`src/rtl/cl_capture_ctrl_pkg.sv`:
```
// Shared definitions for the Camera Link capture sequencer: state encoding,
// command bit positions and status word layout.
package cl_capture_ctrl_pkg;

  typedef enum logic [2:0] {
    ST_IDLE    = 3'd0,
    ST_ARMED   = 3'd1,
    ST_CAPTURE = 3'd2
  } state_e;

  localparam int CMD_CONT  = 31;
  localparam int CMD_ABORT = 30;

  localparam int STAT_STATE_LSB = 29;
  localparam int STAT_OVF       = 28;
  localparam int STAT_REJ       = 27;
  localparam int STAT_DONE_LSB  = 14;
  localparam int STAT_DONE_W    = 12;
  localparam int STAT_LINES_LSB = 0;
  localparam int STAT_LINES_W   = 14;

  function automatic logic [31:0] pack_status(
    input state_e                  st,
    input logic                    ovf,
    input logic                    rej,
    input logic [STAT_DONE_W-1:0]  done,
    input logic [STAT_LINES_W-1:0] lines
  );
    logic [31:0] s;
    s                                  = '0;
    s[STAT_STATE_LSB +: 3]             = st;
    s[STAT_OVF]                        = ovf;
    s[STAT_REJ]                        = rej;
    s[STAT_DONE_LSB +: STAT_DONE_W]    = done;
    s[STAT_LINES_LSB +: STAT_LINES_W]  = lines;
    return s;
  endfunction

endpackage

```
`src/rtl/cl_edge_det.sv`:
```
// Registered edge detector: keeps a one-cycle-old copy of the input and
// flags rise/fall combinationally against it.
module cl_edge_det (
  input  logic clk_i,
  input  logic rst_ni,
  input  logic d_i,
  output logic rise_o,
  output logic fall_o
);

  logic d_q;

  always_ff @(posedge clk_i or negedge rst_ni) begin
    if (!rst_ni) d_q <= 1'b0;
    else         d_q <= d_i;
  end

  assign rise_o = d_i & ~d_q;
  assign fall_o = ~d_i & d_q;

endmodule

```
`src/rtl/cl_capture_ctrl.sv`:
```
// Host-driven frame-capture sequencer: arms on command, captures whole frames
// aligned to FVAL, gates pixel writes and reports progress in a status word.
module cl_capture_ctrl
  import cl_capture_ctrl_pkg::*;
#(
  parameter int FRAME_CNT_W = 16,
  parameter int LINE_CNT_W  = 16,
  parameter int DONE_CNT_W  = 12
) (
  input  logic        bus_clk,
  input  logic        reset_n,
  input  logic        cl_fval,
  input  logic        cl_lval,
  input  logic        wr_32_wren,
  input  logic [31:0] wr_32_data,
  input  logic        fifo_full,
  output logic        capture_en,
  output logic        frame_start,
  output logic        frame_end,
  output logic        busy,
  output logic [31:0] status
);

  state_e                  state_q, state_d;
  logic [FRAME_CNT_W-1:0]  rem_q, rem_d;
  logic                    cont_q, cont_d;
  logic                    drop_q, drop_d;
  logic                    ovf_q, ovf_d;
  logic                    rej_q, rej_d;
  logic [LINE_CNT_W-1:0]   line_cnt_q, line_cnt_d;
  logic [STAT_LINES_W-1:0] lines_last_q, lines_last_d;
  logic [DONE_CNT_W-1:0]   frames_done_q, frames_done_d;
  logic                    fs_q, fs_d;
  logic                    fe_q, fe_d;

  logic fval_rise, fval_fall, lval_fall, lval_rise_unused;
  logic cmd_abort, cmd_cont, ovf_now;
  logic [FRAME_CNT_W-1:0] cmd_n;
  logic [29:FRAME_CNT_W]  cmd_unused;

  cl_edge_det u_fval_edge (
    .clk_i  (bus_clk),
    .rst_ni (reset_n),
    .d_i    (cl_fval),
    .rise_o (fval_rise),
    .fall_o (fval_fall)
  );

  cl_edge_det u_lval_edge (
    .clk_i  (bus_clk),
    .rst_ni (reset_n),
    .d_i    (cl_lval),
    .rise_o (lval_rise_unused),
    .fall_o (lval_fall)
  );

  assign cmd_abort  = wr_32_wren & wr_32_data[CMD_ABORT];
  assign cmd_cont   = wr_32_data[CMD_CONT];
  assign cmd_n      = wr_32_data[FRAME_CNT_W-1:0];
  assign cmd_unused = wr_32_data[29:FRAME_CNT_W];
  assign ovf_now    = (state_q == ST_CAPTURE) & cl_lval & fifo_full;

  always_comb begin
    state_d       = state_q;
    rem_d         = rem_q;
    cont_d        = cont_q;
    drop_d        = drop_q;
    ovf_d         = ovf_q;
    rej_d         = rej_q;
    line_cnt_d    = line_cnt_q;
    lines_last_d  = lines_last_q;
    frames_done_d = frames_done_q;
    fs_d          = 1'b0;
    fe_d          = 1'b0;

    // Abort beats everything, including a coincident FVAL fall.
    if (cmd_abort) begin
      state_d = ST_IDLE;
    end else begin
      if (wr_32_wren && state_q != ST_IDLE) rej_d = 1'b1;
      unique case (state_q)
        ST_IDLE: begin
          if (wr_32_wren && (cmd_n != '0 || cmd_cont)) begin
            rem_d         = cmd_n;
            cont_d        = cmd_cont;
            frames_done_d = '0;
            ovf_d         = 1'b0;
            rej_d         = 1'b0;
            state_d       = ST_ARMED;
          end
        end
        ST_ARMED: begin
          // Only a fresh rise starts capture, so a frame in progress is skipped.
          if (fval_rise) begin
            state_d    = ST_CAPTURE;
            fs_d       = 1'b1;
            line_cnt_d = '0;
            drop_d     = 1'b0;
          end
        end
        ST_CAPTURE: begin
          if (ovf_now) begin
            ovf_d  = 1'b1;
            drop_d = 1'b1;
          end
          if (lval_fall && line_cnt_q != '1) line_cnt_d = line_cnt_q + LINE_CNT_W'(1);
          if (fval_fall) begin
            lines_last_d  = line_cnt_q[STAT_LINES_W-1:0];
            frames_done_d = frames_done_q + DONE_CNT_W'(1);
            fe_d          = 1'b1;
            if (drop_q || ovf_now) begin
              state_d = ST_IDLE;
            end else if (cont_q) begin
              state_d = ST_ARMED;
            end else begin
              rem_d   = rem_q - FRAME_CNT_W'(1);
              state_d = (rem_q == FRAME_CNT_W'(1)) ? ST_IDLE : ST_ARMED;
            end
          end
        end
        default: state_d = ST_IDLE;
      endcase
    end
  end

  always_ff @(posedge bus_clk or negedge reset_n) begin
    if (!reset_n) begin
      state_q       <= ST_IDLE;
      rem_q         <= '0;
      cont_q        <= 1'b0;
      drop_q        <= 1'b0;
      ovf_q         <= 1'b0;
      rej_q         <= 1'b0;
      line_cnt_q    <= '0;
      lines_last_q  <= '0;
      frames_done_q <= '0;
      fs_q          <= 1'b0;
      fe_q          <= 1'b0;
    end else begin
      state_q       <= state_d;
      rem_q         <= rem_d;
      cont_q        <= cont_d;
      drop_q        <= drop_d;
      ovf_q         <= ovf_d;
      rej_q         <= rej_d;
      line_cnt_q    <= line_cnt_d;
      lines_last_q  <= lines_last_d;
      frames_done_q <= frames_done_d;
      fs_q          <= fs_d;
      fe_q          <= fe_d;
    end
  end

  // Zero-latency gate; state_q resets asynchronously so this drops with reset_n.
  assign capture_en  = (state_q == ST_CAPTURE) & cl_lval & ~fifo_full & ~drop_q;
  assign frame_start = fs_q;
  assign frame_end   = fe_q;
  assign busy        = (state_q != ST_IDLE);
  assign status      = pack_status(state_q, ovf_q, rej_q,
                                   STAT_DONE_W'(frames_done_q), lines_last_q);

endmodule
```
`config.mk`:
```
export PLATFORM = sky130hd
export DESIGN_NAME = cl_capture_ctrl
export DESIGN_NICKNAME = d
export VERILOG_FILES = /design/src/rtl/cl_capture_ctrl_pkg.sv /design/src/rtl/cl_edge_det.sv /design/src/rtl/cl_capture_ctrl.sv
export SDC_FILE = /design/constraint.sdc
export NUM_CORES = 1
export LEC_CHECK = 0
export ABC_AREA = 1
export BUFFER_PORTS_ARGS = -buffer_cell sky130_fd_sc_hd__buf_2
export CAP_MARGIN = 15
export CORE_MARGIN = 3
export CORE_UTILIZATION = 25
export DETAILED_ROUTE_END_ITERATION = 7
export GPL_TIMING_DRIVEN = 0
export PLACE_DENSITY = 0.42
export SYNTH_ARGS = -nofsm -noshare
export SYNTH_HDL_FRONTEND = slang
export SYNTH_SLANG_ARGS = --single-unit
```
`constraint.sdc`:
```
create_clock -name bus_clk -period 2 [get_ports bus_clk]
set_input_delay 0.1 -clock bus_clk [delete_from_list [all_inputs] [get_ports bus_clk]]
set_output_delay 0.1 -clock bus_clk [all_outputs]
set_load 0.005 [all_outputs]
```
==> flow_metrics.py <==
metrics = {
    "outcome": {
        "status": "completed",
    },
    "timing": {
        "worst_slack_ns": 0.162,
        "fmax_mhz": 544,
        "drv_slew": 0,
        "fin_crit_sh": 0.919,
        "hold_ws_ns": 0.0331,
        "final.setup_skew_ns": 0.00575,
        "hold_viol": 0,
        "rsz0062_at_grt": "yes",
        "setup_viol": 0,
        "fin_crit_ns": 1.84,
    },
    "floorplan": {
        "rows": 45,
        "die_x_microns": 133,
        "start_util": 0.260,
        "design.core.area_sq_um": 15500,
        "num_io_pins": 74,
        "die_h_microns": 133,
        "die_area_sq_um": 17700,
    },
    "grt": {
        "grt_use_total": 0.144,
        "antenna_found_initial": 0,
        "grt-ovfl-total": 0,
        "grt_pass1_vias": 4022,
        "grt_max_degree": 48,
        "grt_pass1_wl_microns": 20600,
    },
    "power": {
        "p_total_w": 0.00578,
        "ir_worst_vdd_mv": 0.556,
        "p_leak_nw": 2.51,
        "power_density_nw_per_um2": 1160,
    },
    "setup_path": {
        "worst_setup_path_end_kind": "output pin",
        "critPathLaunchType": "register",
        "critPathBufInv": 3,
        "cp.arrival_ns": 1.74,
        "cp.required_ns": 1.90,
        "cp_max_fo": 17,
        "cp_top_family": "simple AND/OR/NAND/NOR gates",
        "cp_slowest_cell": "dfrtp_1",
        "critPathMostFrequentCell": "inv_2",
        "path_class": "register to output pin",
        "critPathMaxStageDelay_ns": 0.43,
        "path_cells": "inv_2 -> nor2_4 -> inv_2 -> nor4_1 -> buf_2",
    },
    "drt": {
        "wl_per_cell_microns": 13.8,
        "drt_wl_total_microns": 12000,
        "antenna_left": 0,
        "drc": 0,
        "drt-pass1-iter-count": 4,
        "viasPerCell": 4.49,
        "drtIter0Drc": 205,
        "vias": 3915,
    },
    "min_path": {
        "hold_path_class": "input pin to register",
    },
    "cells_and_area": {
        "final_area_sq_um": 4970,
        "nFillCells": 1705,
        "drive_gt1_frac": 0.171,
        "seq_area_sq_um": 1700,
        "layout.nets": 697,
        "fin_util": 0.321,
        "multi_input_area_sq_um": 2070,
        "area_growth_pct": 23.3,
        "antenna_cells": 0,
    },
    "clocking": {
        "cts-root-buf": "clkbuf_16",
        "clk_pin_slew_ns": 0.06,
        "clk_path_buf_depth": 2,
        "cts_tree": "built",
        "cts_max_level": 3,
        "cts_buffers": 9,
        "clock_latency_ns": 0.34,
        "cts.sinks": 68,
    },
    "synth": {
        "ys_types": 32,
        "postSynth.topFlopCell": "dfrtp_1",
        "yosysWarnings": 0,
        "ys_seq_area_frac": 0.422,
        "netlist_area_sq_um": 4030,
        "synth_edf_count": 0,
        "synth_cells": 579,
        "synth-seq-cells": 68,
        "async_flop_share": 1.00,
        "postSynthAreaPerCell_sq_um": 6.96,
    },
    "place": {
        "place_ws_ns": 0.168,
        "routabilityCongestion": 0.893,
        "placed_area_sq_um": 4610,
        "io_buffers": 57,
        "place_hpwl_microns": 8920,
    },
    "run": {
        "cap_violations": 0,
    },
}
==> sequential cells by signal, summed over array words and instances, names as in the netlist <==
signal           cells
rej_q                1
ovf_q                1
frames_done_q       12
lines_last_q        14
state_q              2
frame_end            1
u_lval_edge.d_q      1
u_fval_edge.d_q      1
cont_q               1
drop_q               1
line_cnt_q          16
frame_start          1
rem_q               16
==> through the flow <==
| step | cells | TNS [ns] |
|---|---|---|
| finish | 871 | 0 |
| detailed placement | 849 | 0 |
| CTS | 868 | 0 |
| floorplan | 580 | 0 |
| global placement | 848 | 0 |
| global route | 871 | -0.00600 |
==> worst reg2reg max path: stages (launching register included) <==
cell     delay [ns]
dfrtp_1        0.43
inv_2          0.07
nor2_4         0.25
buf_2          0.32
buf_2          0.33
nand3_1        0.12
nand2_1        0.07
nand3_1        0.07
nand2_1        0.07
==> synth_stat cells, types with 5 or more instances <==
master   instances  area [sq um]
a21oi_1          7          35.0
buf_2            9          45.0
dfrtp_1         68          1700
inv_1           37           139
nand2_1        234           878
nand3_1         47           235
nand4_1         10          62.6
nor2_1          75           282
nor3_1           6          30.0
o21ai_0         22           110
o21ai_1          5          25.0
xor2_1          17           149
==> final cells by class <==
cell class,count,area share
clock inverter,5,0.0106
multi-input combinational,452,0.416
sequential,68,0.342
clock buffer,11,0.0468
tap,211,0.0531
timing repair buffer,65,0.0760
buffer,18,0.0239
inverter,41,0.0310
==> worst paths after layout <==
| path | startpoint | endpoint | slack [ns] | cells after the start |
|---|---|---|---|---|
| worst max-delay path | state_q[1] | capture_en | 0.16 | 5 |
| worst min-delay path | wr_32_data[31] | cont_q | 0.03 | 3 |
| worst max register to register | state_q[1] | rem_q[8] | 0.21 | 8 |
| worst min register to register | lines_last_q[1] | lines_last_q[1] | 0.47 | 2 |
| max in group asynchronous | reset_n | lines_last_q[11] | 1.22 | 3 |
| min in group asynchronous | reset_n | rem_q[13] | 0.22 | 2 |
==> placed cells by master, fill, tap and decap left out, types with 3 or more instances in the layout <==
cell type        n
buf_2           65
nand3b_1         3
dfrtp_1         68
buf_4            8
o21ai_0         22
nand3_2          3
nand2_1        234
clkinv_2         3
buf_6            3
xor2_1          17
nand3_1         47
nand4_1         10
clkbuf_16        9
inv_1           37
a21oi_1          7
nor2_1          75
nand2_2          4
dlygate4sd3_1    4
nor3_1           6
ha_1             3
o21ai_1          5
inv_2            4
==> cells by family after synthesis <==
kind of cell / count (synthesis) / synth area share
flip-flops: 68 / 0.422
AO/OA/AOI/OAI: 40 / 0.0571
other: 1 / 0.000930
AND/OR/NAND/NOR: 388 / 0.400
adder cells (fa/ha/maj): 4 / 0.0124
XOR/XNOR: 18 / 0.0391
buffers and inverters: 60 / 0.0680
==> power breakdown <==
group / total (W) / internal, W / leakage, nW / switching (W)
clock: 0.00157 / 0.000959 / 0.139 / 0.000613
combinational: 0.00222 / 0.000767 / 1.47 / 0.00145
sequential: 0.00199 / 0.00167 / 0.908 / 0.000317
==> metal layers <==
metal / vias up / global-route usage / routed length (microns)
met1: 1845 / 0.179 / 5440
met3: 16 / 0.0365 / 565
met4: 0 / 0.0410 / 170
met5: - / 0 / 0
met2: 85 / 0.248 / 5850
li1: 1969 / - / -
==> timing repair <==
action / CTS / global route
resized for setup: 0 / 6
setup endpoints to repair: 1 / 19
gates cloned: 0 / 0
hold buffers: 4 / 0
buffers inserted: 0 / 3
endpoints found under the hold margin: 24 / 0
Power figures use the tool's default switching activity.
